<file path="src/rtl/alu_op_sequencer.sv">
// ALU operation sequencer: decodes opcode/opext, latches operands and
// executes single-cycle ops, iterative MUL and bit-serial shifts.
module alu_op_sequencer #(
   parameter int WIDTH = 16,
   parameter int CW    = 4,
   parameter int SW    = $clog2(WIDTH) + 1
) (
   input  logic             clk,
   input  logic             reset,
   input  logic             in_valid,
   output logic             in_ready,
   input  logic [3:0]       opcode,
   input  logic [3:0]       opext,
   input  logic [WIDTH-1:0] a,
   input  logic [WIDTH-1:0] b,
   output logic             out_valid,
   input  logic             out_ready,
   output logic [WIDTH-1:0] result,
   output logic [CW-1:0]    alucont,
   output logic             illegal
);

   typedef enum logic [1:0] {IDLE, EXEC, DONE} state_t;

   localparam logic [CW-1:0] C_ADD  = CW'(0);
   localparam logic [CW-1:0] C_SUB  = CW'(1);
   localparam logic [CW-1:0] C_AND  = CW'(2);
   localparam logic [CW-1:0] C_XOR  = CW'(3);
   localparam logic [CW-1:0] C_OR   = CW'(4);
   localparam logic [CW-1:0] C_MUL  = CW'(5);
   localparam logic [CW-1:0] C_LSH  = CW'(6);
   localparam logic [CW-1:0] C_ASHU = CW'(7);
   localparam logic [CW-1:0] C_ILL  = {CW{1'b1}};

   state_t           state, state_nx;
   logic [CW-1:0]    code_d;
   logic [WIDTH-1:0] alu_d;
   logic [SW-1:0]    amt, mag;
   logic             accept, is_mul, is_shift;
   logic [WIDTH-1:0] opa, opb;
   logic [SW-1:0]    cnt;
   logic             neg;

   // R-type extensions and immediate opcodes share one encoding map
   function automatic logic [CW-1:0] op_map(input logic [3:0] f);
      case (f)
         4'b0101: op_map = C_ADD;
         4'b1001: op_map = C_SUB;
         4'b0001: op_map = C_AND;
         4'b0011: op_map = C_XOR;
         4'b0010: op_map = C_OR;
         4'b1110: op_map = C_MUL;
         default: op_map = C_ILL;
      endcase
   endfunction

   always_comb begin
      code_d = C_ILL;
      if (opcode == 4'b0000) begin
         code_d = op_map(opext);
      end else if (opcode == 4'b1000) begin
         if (opext == 4'b0100)
            code_d = C_LSH;
         else if (opext == 4'b0110)
            code_d = C_ASHU;
      end else begin
         code_d = op_map(opcode);
      end
      amt = b[SW-1:0];
      mag = amt[SW-1] ? (~amt + SW'(1)) : amt;
      case (code_d)
         C_ADD:   alu_d = a + b;
         C_SUB:   alu_d = a - b;
         C_AND:   alu_d = a & b;
         C_XOR:   alu_d = a ^ b;
         C_OR:    alu_d = a | b;
         default: alu_d = '0;
      endcase
   end

   always_comb begin
      state_nx  = state;
      in_ready  = (state == IDLE);
      out_valid = (state == DONE);
      accept    = in_valid && in_ready;
      is_mul    = (code_d == C_MUL);
      is_shift  = (code_d == C_LSH) || (code_d == C_ASHU);
      unique case (state)
         IDLE: begin
            if (accept) begin
               if (is_mul || (is_shift && mag != '0))
                  state_nx = EXEC;
               else
                  state_nx = DONE;
            end
         end
         EXEC: begin
            if (cnt == SW'(1))
               state_nx = DONE;
         end
         DONE: begin
            if (out_ready)
               state_nx = IDLE;
         end
         default: state_nx = IDLE;
      endcase
   end

   always_ff @(posedge clk or posedge reset) begin
      if (reset)
         state <= IDLE;
      else
         state <= state_nx;
   end

   always_ff @(posedge clk or posedge reset) begin
      if (reset) begin
         result  <= '0;
         alucont <= '0;
         illegal <= 1'b0;
         opa     <= '0;
         opb     <= '0;
         cnt     <= '0;
         neg     <= 1'b0;
      end else if (state == IDLE && accept) begin
         alucont <= code_d;
         illegal <= (code_d == C_ILL);
         opa     <= a;
         opb     <= b;
         neg     <= amt[SW-1];
         if (is_mul) begin
            result <= '0;
            cnt    <= SW'(WIDTH);
         end else if (is_shift) begin
            result <= a;
            cnt    <= mag;
         end else begin
            result <= alu_d;
            cnt    <= '0;
         end
      end else if (state == EXEC) begin
         cnt <= cnt - SW'(1);
         // MUL: shift-add over multiplier bits, LSB first
         if (alucont == C_MUL) begin
            if (opb[0])
               result <= result + opa;
            opa <= opa << 1;
            opb <= opb >> 1;
         end else if (neg) begin
            result <= {(alucont == C_ASHU) & result[WIDTH-1],
                       result[WIDTH-1:1]};
         end else begin
            result <= result << 1;
         end
      end
   end

endmodule

</file>
<file path="config.mk">
export PLATFORM = sky130hd
export DESIGN_NAME = alu_op_sequencer
export DESIGN_NICKNAME = d
export VERILOG_FILES = /design/src/rtl/alu_op_sequencer.sv
export SDC_FILE = /design/constraint.sdc
export NUM_CORES = 1
export LEC_CHECK = 0
export ABC_AREA = 1
export BUFFER_PORTS_ARGS = -buffer_cell sky130_fd_sc_hd__buf_4
export CORE_MARGIN = 4
export CORE_UTILIZATION = 24
export CTS_CLUSTER_DIAMETER = 120
export CTS_CLUSTER_SIZE = 10
export DETAILED_ROUTE_END_ITERATION = 8
export PLACE_DENSITY = 0.38
export SLEW_MARGIN = 20
export SYNTH_ARGS = -nofsm -noshare
export SYNTH_HDL_FRONTEND = slang
export SYNTH_SLANG_ARGS = --single-unit
</file>
<file path="constraint.sdc">
create_clock -name clk -period 2.5 [get_ports clk]
set_input_delay 0.375 -clock clk [delete_from_list [all_inputs] [get_ports clk]]
set_output_delay 0.375 -clock clk [all_outputs]
set_load 0.02 [all_outputs]
</file>
# After elaboration in Yosys (flattened, before gate mapping)
# Cells that the tools add are included.
[word_totals] latchBits=0 inputBits=44 register_bits=61 mem_bits_ro=0 n_memories=0 mem_bits_rw=0 output_inout_bits=23
[op_classes] n_reduce_logical=14 bitwise=5 div_mod_pow=0 n_shift=0 muxes=30 n_eq_ne=32 addsub=5 mul=0 n_lt_le_gt_ge=0
[ops] operator="16-bit 2-to-1 mux" n=13
[ops] operator="16-bit case mux with 5 select lines" n=1
[ops] operator="4-bit case mux with 6 select lines" n=2
[ops] operator="4-bit by 3-bit == test with 1-bit output, second input constant" n=10
[ops] operator="16-bit adder" n=2
[ops] operator="5-bit 2-to-1 mux" n=5
[ops] operator="4-bit by 2-bit == test with 1-bit output, second input constant" n=6
[ops] operator="4-bit == test, second input constant" n=6
[ops] operator="16-bit AND" n=1
[ops] operator="4-bit 2-to-1 mux" n=4
[ops] operator="16-bit bitwise OR" n=1
[ops] operator="16-bit subtractor" n=1
[ops] operator="16-bit bitwise XOR" n=1
[ops] operator="4-bit by 1-bit == test with 1-bit output, second input constant" n=3
[ops] operator="4-bit zero test" n=2
[ops] operator="2-bit 2-to-1 mux" n=4
[ops] operator="2-bit case mux with 3 select lines" n=1
[ops] operator="5-bit by 1-bit adder with 5-bit output, second input constant" n=1
[ops] operator="5-bit by 1-bit == test with 1-bit output, second input constant" n=1
[ops] operator="5-bit inverter" n=1
[ops] operator="5-bit nonzero test" n=1
[ops] operator="5-bit by 1-bit subtractor with 5-bit output, second input constant" n=1
[ops] operator="2-bit by 1-bit != test with 1-bit output, second input constant" n=2
[ops] operator="2-bit AND reduction" n=2
[ops] operator="other kinds (10)" n=14

# Longest topological paths before layout
# Gate-level depths: netlist (run 1).
[logic_depth] ltp_word=12 mapped_depth=27 depth_no_buf=26

# Worst setup path after synthesis (run 1)
# Ideal clock, no wire load.
[synth_timing] path_type="input port to flip-flop" from="input opcode[2]" to="register result[7]" stages=19 arrival_time_ps=2919 required_ps=2377 n_path_buf=2 setup_slack_ps=-543 setup_ps=123 path_cell_list="nor2_2 > nand2_1 > a21oi_2 > nor2_1 > nor2_4 > nand2_1 > buf_2 > o21ai_0 > ha_1 > buf_2 > a21oi_1 > o21ai_0 > nor2_1 > o21ai_0 > or2_2 > nand3_1 > nand3_1 > o21ai_1 > a21oi_1"
[synth_between] elab_chain_cells=9 word_cells_on_any_way=24 cone_classes="14 x eq/ne; 7 x mux; 3 x reduce/logical"
[synth_lines] element="from (decl)" line="12" rtl="input logic [3:0] opcode,"
[synth_lines] element="4-bit == test, or another cell as far along" line="46" rtl="case (f)"
[synth_lines] element="4-bit case mux with 6 select lines" line="46"
[synth_lines] element="4-bit 2-to-1 mux" line="61" rtl="end else if (opcode == 4'b1000) begin"
[synth_lines] element="4-bit 2-to-1 mux *" line="59" rtl="if (opcode == 4'b0000) begin"
[synth_lines] element="4-bit by 3-bit == test with 1-bit output, or another cell as far along" line="71" rtl="case (code_d)"
[synth_lines] element="16-bit case mux with 5 select lines or 1-bit logical OR (tied branches)" line="71, 87"
[synth_lines] element="16-bit 2-to-1 mux" line="134" rtl="end else if (is_shift) begin"
[synth_lines] element="16-bit 2-to-1 mux *" line="131" rtl="if (is_mul) begin"
[synth_lines] element="16-bit 2-to-1 mux *" line="125" rtl="end else if (state == IDLE && accept) begin"
[synth_lines] element="to (signal assigned)" line="138" rtl="result <= alu_d;"
[synth_lines] element="to (signal assigned)" line="146" rtl="result <= result + opa;"
[synth_lines] element="to (signal assigned)" line="150" rtl="result <= {(alucont == C_ASHU) & result[WIDTH-1],"
[synth_lines] element="to (decl)" line="18" rtl="output logic [WIDTH-1:0] result,"
# Every way passes the cells marked *; elsewhere a longest branch is shown, timed or not.
# A chain may end at the register's enable or synchronous reset.

# Worst setup path in the final report (run 1)
[layout_timing] from="input opcode[0]" to="register result[13]"
# Same word-level chain as after synthesis.

==> flow_summary.toml, run 1 <==
[status]
status = "finished with violations"
violations = "setup timing"

[synthesis]
synthMuxAreaShare_pct = 0
yosys.cell_types.count = 45
yosys_warnings = 0
synth_top_cell_area_share_pct = 23.9
synth_fa_ha_area_share_pct = 13.6
synth_compound_area_share_pct = 22.6
ys_ff_latch = 61
netlist_area_um2 = 6390
synthSimpleGateAreaFrac_pct = 26.8
syn_inst = 948
synth_xor_xnor_area_share_pct = 3.84
synth_area_leaders = "dfrtp_1, ha_1, nand2_1"
ys_seq_area_share_pct = 23.9
synth_top_family_by_area = "simple AND/OR/NAND/NOR gates"
synth_nets = 1060
avgSynthCellArea_um2 = 6.74
yosysTopAreaCell = "dfrtp_1"

[die]
row_count = 59
fp.coreArea_um2 = 26100
die_w_um = 171
io_pins = 67
initial_core_util_pct = 24.5
die_area_um2 = 29300
fp.dieH_um = 171

[drt]
top_layer_used = "met4"
wl_met1_um = 13100
drt_wl_total_um = 25400
drtIter0Drc = 313
vias_per_cell = 4.68
route.met2.wl_um = 11400
post_drt_wl_per_cell_um = 16.9
ant_nets = 0
dr.pass1.iters = 7
wl_met3_um = 591
drc = 0
vias = 7032

[critical_path]
cp-end-kind = "flop"
path_buf_inv = 4
crit_family = "compound AO/OA/AOI/OAI gates"
cp.arrival_ns = 3.16
reg2reg_depth = 13
rrSetupSlack_ns = 0.13
startpoint_type = "input pin"
path_cells = "buf_12, inv_6, nor2_4, nand3_4, a21oi_2, nor2_2, nor2_4, nand2_4, nand2_2, o21ai_1, xor2_1, ha_1, buf_4, nand2_4, o21ai_1, a21oi_2, buf_4, a21oi_2, o211ai_1, o21ai_2, nand2_1, nand2_1, nand2_1"
reg2reg_from = "opa[0]"
cp_max_fo = 5
required_ns = 2.72
crit_path_max_incr_delay_ns = 0.37
r2r-end = "result[14]"
crit_path_top_delay_cell = "ha_1"
path_class = "input pin to flop"
startpoint = "opcode[0]"

[finish]
final_cells = 1503
drive_gt1_share_pct = 35.4
nets = 1276
antenna_cells = 0
regArea_um2 = 1530
multi_input_area_um2 = 4840
area_delta_synth_final_pct = 47.3
num-fill-cells = 2872

[timing]
fin_crit_ns = 2.94
hold_viol = 0
setup_viol = 13
rsz0062_at_grt = "yes"
max_slew_margin_pct = 50.9
hold_slack_ns = 0.0376
period_share_pct = 118
finalWorstSetupSlack_ns = -0.443
tightest_slew_ns = 0.736
clock.fmax_ghz = 0.340
fin_tns_setup_ns = -3.56
clock_skew_ns = 0.00762
finalMaxSlewViolations = 0

[placement]
port_buffers = 66
place.gp.congestion = 0.832
pre_cts_slack_ns = -1.23
dp_cells = 1471
place_hpwl_um = 20700

[cts]
cts_tree = "yes"
postCtsHoldBufs = 0
cts_buffers = 9
htreeDepth = 3
clock-sinks = 61
clkTransAtPathRegs_ns = 0.06
clock_latency_ns = 0.33
cts_buffer_depth = 2
cts_root_buf = "clkbuf_16"

[grt]
grt_pass1_wl_um = 40100
grt.overflow.total = 0
antenna_found_initial = 0
grt_pass1_vias = 7120
grt_use_total_pct = 17.4
grt_max_degree = 47

[power_and_ir_drop]
p_leak_uw = 0.00460
max-vdd-ir-drop_mv = 0.350
p_per_area_nw_per_um2 = 1010

[min_path]
worstHoldPathType = "input pin to async pin"

[job]
max_cap_violations = 0
-- synthesized netlist by cell type, drive strengths merged --
cell type    n
nand2      215
inv        115
nor2       111
o21ai       87
a21oi       85
ha          66
dfrtp       61
nand3       51
xor2        23
clkbuf      19
a31oi       17
a221oi      16
buf         11
nor3        11
o211ai      11
nand4        6
a22oi        5
o22ai        5
o31ai        5
xnor2        5
o21a         4
or2          4
o221ai       3
clkinv       2
fa           2
nand3b       2
nor4         2
a21o         1
a31o         1
o2111ai      1
o21bai       1
-- layer usage --
metal	vias up	track usage (%)
li1	3621	-
met1	3294	26.0
met2	100	27.5
met3	17	1.45
met4	0	3.65
met5	-	0
-- power by group --
part | switching (uW) | internal (uW) | total, uW
Combinational | 3700 | 2640 | 6330
Clock | 452 | 816 | 1270
Sequential | 365 | 1510 | 1870
-- area by class of cell --
cell class,count,share of cell area (%)
Clock buffer,11,2.68
Clock inverter,4,0.505
Inverter,117,4.85
Multi-Input combinational cell,740,51.4
Sequential cell,61,16.2
Tap cell,335,4.45
Timing Repair Buffer,235,19.9
-- logic make-up after synthesis --
| logic type | after synthesis |
|---|---|
| and+or+nand+nor | 402 |
| AOI/OAI and AO/OA | 242 |
| buffers and inverters | 147 |
| adders and majority gates | 68 |
| DFF | 61 |
| xor gates and xnor gates | 28 |
-- layout by cell type (no fill, tap or decap), types with 24 or more instances in the layout --
master and n:
o21ai_0 43, dfrtp_1 61, nor2_1 86, buf_4 217, inv_1 95, a21oi_1 56, ha_1 65, nand2_1 186
nand3_1 37, a21oi_2 24, o21ai_1 25
-- sequential cells by signal, summed over array words and instances (netlist names) --
signal and count:
opa 16, opb 16, result 16, cnt 5, alucont 4, state 2, illegal 1, neg 1
-- repair_timing --
action | in CTS | in global routing
setup endpoints to repair | 14 | 15
gates resized for setup | 70 | 88
pin swaps | 33 | 59
setup buffers | 12 | 6
-- worst max path at each step --
stage	cells past startpoint	slack [ns]	end
2_1_floorplan	20	-0.39	result[7]
3_3_place_gp	22	-1.25	result[13]
3_5_place_dp	22	-1.23	result[13]
4_1_cts	22	-0.45	result[13]
5_1_grt	22	-0.60	result[13]
6_report	23	-0.44	result[13]
-- through the flow --
step | area, um^2 | power (uW) | utilization (%)
final | 9410 | 9470 | 36.0
after global routing | 9410 | 10400 | 36.0
after CTS | 9010 | 9380 | 34.5
after detailed placement | 8380 | 7930 | 32.1
after global placement | 8380 | 7950 | 32.1
after floorplan | 6450 | 5670 | -
Note: power is estimated with default switching activity, not from simulation.
==> inputs of run 2 (changes only) <==
--- a/config.mk
+++ b/config.mk
@@ -7,11 +7,13 @@
 export LEC_CHECK = 0
 export ABC_AREA = 1
 export BUFFER_PORTS_ARGS = -buffer_cell sky130_fd_sc_hd__buf_4
+export CORE_ASPECT_RATIO = 0.8
 export CORE_MARGIN = 4
 export CORE_UTILIZATION = 24
 export CTS_CLUSTER_DIAMETER = 120
 export CTS_CLUSTER_SIZE = 10
 export DETAILED_ROUTE_END_ITERATION = 8
+export GPL_TIMING_DRIVEN = 0
 export PLACE_DENSITY = 0.38
 export SLEW_MARGIN = 20
 export SYNTH_ARGS = -nofsm -noshare
==> constraint.sdc (replaced) <==
create_clock -name clk -period 2.5 [get_ports clk]
set_input_delay 0.375 -clock clk [delete_from_list [all_inputs] [get_ports clk]]
set_output_delay 0.375 -clock clk [all_outputs]
set_load 0.005 [all_outputs]
==> run 2 against run 1 <==
- the flow still finishes with violations (setup timing)
- via count down 4.5%
- highest routed layer unchanged
- final area down 10%
- worst setup slack worse by 0.067 ns
- fmax down 2.2%
- final cell count down 5.7%
- sequential power up 5%
- count of clock-buffer cells in the layout up 5
- critical path depth down 2
- sequential cell count unchanged
- register-to-register slack worse by 0.31 ns
- first-iteration DRC count up 50%
==> flow_summary.toml, run 2 (same netlist as run 1, synthesis figures left out) <==
[status]
status = "finished with violations"
violations = "setup timing"

[grt]
grt_pass1_vias = 6308
grt_use_total_pct = 16.8
grt.overflow.total = 0
grt_max_degree = 52
antenna_found_initial = 1
grt_pass1_wl_um = 38000

[critical_path]
path_cells = "buf_4, inv_2, nand2_1, nor2_2, nand3_2, nand3_4, nor2_4, nand2_4, buf_6, nand2_1, xor2_1, ha_1, nand2_2, nor4_4, o21ai_2, a21oi_2, o211ai_1, o21ai_2, nand2_1, nand2_1, nand2_1"
crit_path_top_delay_cell = "ha_1"
cp.arrival_ns = 3.23
cp-end-kind = "flop"
startpoint_type = "input pin"
path_class = "input pin to flop"
required_ns = 2.72
crit_path_max_incr_delay_ns = 0.38
cp_max_fo = 10
crit_top_cell = "nand2_1"

[power_and_ir_drop]
intPower_uw = 4440
seqPwrFrac_pct = 22.5
switchingPower_uw = 4270
swShare_pct = 49.0
p_per_area_nw_per_um2 = 1030
clkPwrFrac_pct = 14.0
max-vdd-ir-drop_mv = 0.385
p_leak_uw = 0.00395
p_comb_share_pct = 63.5

[timing]
clock_skew_ns = 0.00700
fin_crit_ns = 3.01
max_slew_margin_pct = 47.4
fin_tns_setup_ns = -4.86
tightest_slew_ns = 0.789
clock.fmax_ghz = 0.332
hold_viol = 0
rsz0062_at_grt = "yes"
setup_viol = 13
finalMaxSlewViolations = 0
finalWorstSetupSlack_ns = -0.511
period_share_pct = 120

[die]
initial_core_util_pct = 24.3
die_area_um2 = 29300
row_count = 53
io_pins = 67
fp.coreArea_um2 = 26300
fp.dieH_um = 154
die_w_um = 190

[finish]
nets = 1167
antenna_cells = 0
area_delta_synth_final_pct = 32.5
drive_gt1_share_pct = 26.4
reg.largest.list = "opa: 16 flops, opb: 16 flops, result: 16 flops"
final_cells = 1417
final_core_util_pct = 32.2
most-common-layout-cells = "nand2_1, inv_1, nor2_1, buf_4"
final_cell_area_um2 = 8470
final_common_cell = "nand2_1"

[job]
max_cap_violations = 0

[drt]
drtIter0Drc = 470
dr.pass1.iters = 5
drc = 0
vias = 6715
vias_per_cell = 4.74
ant_nets = 0
post_drt_wl_per_cell_um = 17.8
drt_wl_total_um = 25200

[cts]
htreeDepth = 3
clkTransAtPathRegs_ns = 0.05
cts_buffer_depth = 2
cts_buffers = 9
clock_latency_ns = 0.33
cts_tree = "yes"
cts_root_buf = "clkbuf_16"
clock-sinks = 61

[placement]
place_hpwl_um = 20600
placed_area_um2 = 7420
place.gp.congestion = 0.825
dp_cells = 1372
port_buffers = 66

[min_path]
worstHoldPathType = "input pin to flop"
## run 2: worst paths after layout
kind / slack, ns / start / depth (start not counted) / to
max: -0.51 / opext[3] / 21 / result[13]
min: 0.31 / out_ready / 4 / state[1]
max reg2reg: -0.18 / result[3] / 14 / result[15]
min reg2reg: 0.47 / illegal / 2 / illegal
max in group asynchronous: 1.49 / reset / 4 / alucont[0]
min in group asynchronous: 0.51 / reset / 3 / cnt[1]
## run 2: repair_timing
| action | CTS | global route |
|---|---|---|
| pin swaps | 54 | 33 |
| endpoints found under the hold margin | 10 | 0 |
| buffers inserted | 20 | 8 |
| hold buffers | 1 | 0 |
| gates resized for setup | 102 | 40 |
| cloned | 0 | 0 |
| setup endpoints to repair | 15 | 16 |
## run 2: worst max-delay path: cells and delay by family
kind                       cells  cell delay (ns)
AOI/OAI and AO/OA              4             0.63
xor gates and xnor gates       1             0.15
adders and majority gates      1             0.38
buffers and inverters          3             0.33
and+or+nand+nor               12             1.34
## run 2: power by group through the flow
stage	Clock [uW]	Sequential, uW	Combinational, uW
after floorplan	0	1830	3630
after global placement	0	2000	5230
after detailed placement	0	1980	5190
after CTS	1240	1980	5440
after global routing	1310	2030	6210
final	1220	1960	5540
## run 2: metal layers
| layer | GRT usage (%) | up-vias | wire [um] |
|---|---|---|---|
| met5 | 0 | - | 0 |
| met3 | 2.79 | 8 | 983 |
| met2 | 24.7 | 117 | 10700 |
| li1 | - | 3414 | - |
| met4 | 1.47 | 0 | 80 |
| met1 | 26.4 | 3176 | 13400 |
## run 2: through the flow
| stage | power (uW) | setup WS (ns) | hold slack, ns |
|---|---|---|---|
| after floorplan | 5460 | -0.386 | 0.453 |
| after CTS | 8650 | -0.543 | 0.302 |
| after global routing | 9550 | -0.707 | 0.316 |
| after detailed placement | 7180 | -1.48 | 0.305 |
| final | 8720 | -0.511 | 0.309 |
| after global placement | 7220 | -1.51 | 0.471 |
## run 2: cell type report
cell class                      count  area, um^2
Clock buffer                       16         292
Multi-Input combinational cell    740        4800
Inverter                          117         462
Tap cell                          357         447
Fill cell                        2965       17800
Timing Repair Buffer               96         769
Buffer                             30         169
Sequential cell                    61        1530
==> inputs of run 3 (changes only) <==
--- a/config.mk
+++ b/config.mk
@@ -7,6 +7,7 @@
 export LEC_CHECK = 0
 export ABC_AREA = 1
 export BUFFER_PORTS_ARGS = -buffer_cell sky130_fd_sc_hd__buf_4
+export CAP_MARGIN = 10
 export CORE_ASPECT_RATIO = 0.8
 export CORE_MARGIN = 4
 export CORE_UTILIZATION = 24
@@ -19,3 +20,4 @@
 export SYNTH_ARGS = -nofsm -noshare
 export SYNTH_HDL_FRONTEND = slang
 export SYNTH_SLANG_ARGS = --single-unit
+export TNS_END_PERCENT = 5
==> run 3 against run 2 <==
- the run still ends with setup timing left
- combinational power down 1%
- non-clock buffer count up 1
- utilization barely moved
- register-to-register slack improved by 0.09 ns
- clock power fell by 3%
- critical path type unchanged
- largest cell class unchanged
- highest routed layer unchanged
==> flow_summary.toml, run 3 (same netlist as run 1, synthesis figures left out) <==
[critical_path]
path_class = "input pin to flop"
crit_path_max_incr_delay_ns = 0.40
startpoint_type = "input pin"
required_ns = 2.73
cp_max_fo = 10
crit_top_cell = "nand2_1"
crit_path_top_delay_cell = "ha_2"
cp.arrival_ns = 3.26
cp-end-kind = "flop"
path_cells = "buf_6, nor2_4, nand3_4, clkinv_2, nand2_1, nor2_4, nor2_4, nand2_4, buf_8, nand2_1, xor2_1, ha_2, nand2_2, nor4_4, o21ai_2, a21oi_2, o211ai_1, o21ai_2, nand2_1, nand2_1, nand2_1"

[cts]
clock_latency_ns = 0.34
cts_root_buf = "clkbuf_16"
clkTransAtPathRegs_ns = 0.05
cts_buffer_depth = 2
cts_buffers = 9
clock-sinks = 61
htreeDepth = 3
cts_tree = "yes"

[grt]
grt.overflow.total = 0
grt_pass1_vias = 6365
antenna_found_initial = 0
grt_max_degree = 52
grt_pass1_wl_um = 38200
grt_use_total_pct = 16.8

[finish]
reg.largest.list = "opa: 16 flops, opb: 16 flops, result: 16 flops"
most-common-layout-cells = "nand2_1, inv_1, buf_4, nor2_1"
antenna_cells = 0
num-fill-cells = 2930
final_cells = 1418
nets = 1168
final_common_cell = "nand2_1"
final_core_util_pct = 32.2
area_delta_synth_final_pct = 32.4
drive_gt1_share_pct = 26.4

[power_and_ir_drop]
swShare_pct = 49.7
p_leak_uw = 0.00397
intPower_uw = 4340
max-vdd-ir-drop_mv = 0.386
p_comb_share_pct = 63.4
clkPwrFrac_pct = 13.7
switchingPower_uw = 4290
p_per_area_nw_per_um2 = 1020
finalPower_uw = 8630
seqPwrFrac_pct = 22.9

[timing]
max_slew_margin_pct = 47.0
clock.fmax_ghz = 0.330
tightest_slew_ns = 0.795
setup_viol = 13
fin_tns_setup_ns = -4.99
clock_skew_ns = 0.00627
hold_viol = 0
fin_crit_ns = 3.03
finalWorstSetupSlack_ns = -0.529
finalMaxSlewViolations = 0
period_share_pct = 121
rsz0062_at_grt = "yes"

[die]
io_pins = 67
fp.dieH_um = 154
row_count = 53
fp.coreArea_um2 = 26300
die_area_um2 = 29300
die_w_um = 190
initial_core_util_pct = 24.3

[drt]
drtIter0Drc = 420
vias_per_cell = 4.81
dr.pass1.iters = 5
drc = 0
post_drt_wl_per_cell_um = 17.8
ant_nets = 0
drt_wl_total_um = 25300
vias = 6823

[job]
max_cap_violations = 0

[placement]
dp_cells = 1372
port_buffers = 66
place_hpwl_um = 20600
place.gp.congestion = 0.802
pre_cts_slack_ns = -1.47

[status]
status = "finished with violations"
violations = "setup timing"

[min_path]
worstHoldPathType = "input pin to flop"
[run 3: worst max-delay path, delay by kind of cell]
kind	cells	cell delay, ns
simple gates	12	1.37
xor+xnor	1	0.15
buf+inv	3	0.33
compound gates	4	0.61
fa+ha+maj	1	0.40
[run 3: worst paths after layout]
check / depth (start not counted) / endpoint / startpoint / slack (ns)
setup / recovery: 21 / result[13] / opcode[2] / -0.53
hold / removal: 4 / state[1] / out_ready / 0.29
setup reg to reg: 14 / result[15] / result[4] / -0.09
min in group asynchronous: 3 / state[0] / reset / 0.50
hold reg to reg: 2 / illegal / illegal / 0.48
max in group asynchronous: 4 / alucont[2] / reset / 1.48
[run 3: stage by stage]
stage                     hold WS [ns]  area [um^2]
after floorplan                  0.453         6410
after global placement           0.466         7350
after detailed placement         0.307         7380
after CTS                        0.282         8080
after global routing             0.318         8460
final                            0.288         8460
[run 3: power by group through the flow]
stage	clock, uW	combinational (uW)	sequential, uW
3_5_place_dp	0	5180	1990
6_report	1180	5470	1980
2_1_floorplan	0	3620	1830
5_1_grt	1260	6180	2040
3_3_place_gp	0	5210	2000
4_1_cts	1210	5350	1980
[run 3: timing repair]
action / in CTS / in global routing
endpoints found under the setup margin: 15 / 31
cloned: 0 / 0
pin swaps: 38 / 51
endpoints found under the hold margin: 10 / 0
resized for setup: 87 / 69
hold buffers: 1 / 0
setup buffers: 16 / 13
[run 3: layout make-up]
class | count | area [um^2] | share of cell area (%)
timing repair buffer | 97 | 766 | 9.05
clock inverter | 5 | 25.0 | 0.296
inverter | 117 | 454 | 5.37
clock buffer | 11 | 253 | 2.99
buffer | 30 | 176 | 2.09
sequential | 61 | 1530 | 18.0
tap | 357 | 447 | 5.28
multi-input combinational | 740 | 4810 | 56.9
[run 3: per-layer routing]
metal / global-route usage, % / wire length (um) / vias up
met5: 0 / 0 / -
met4: 1.85 / 171 / 0
met3: 2.54 / 939 / 15
met2: 25.0 / 10700 / 147
met1: 26.4 / 13400 / 3251
li1: - / - / 3410
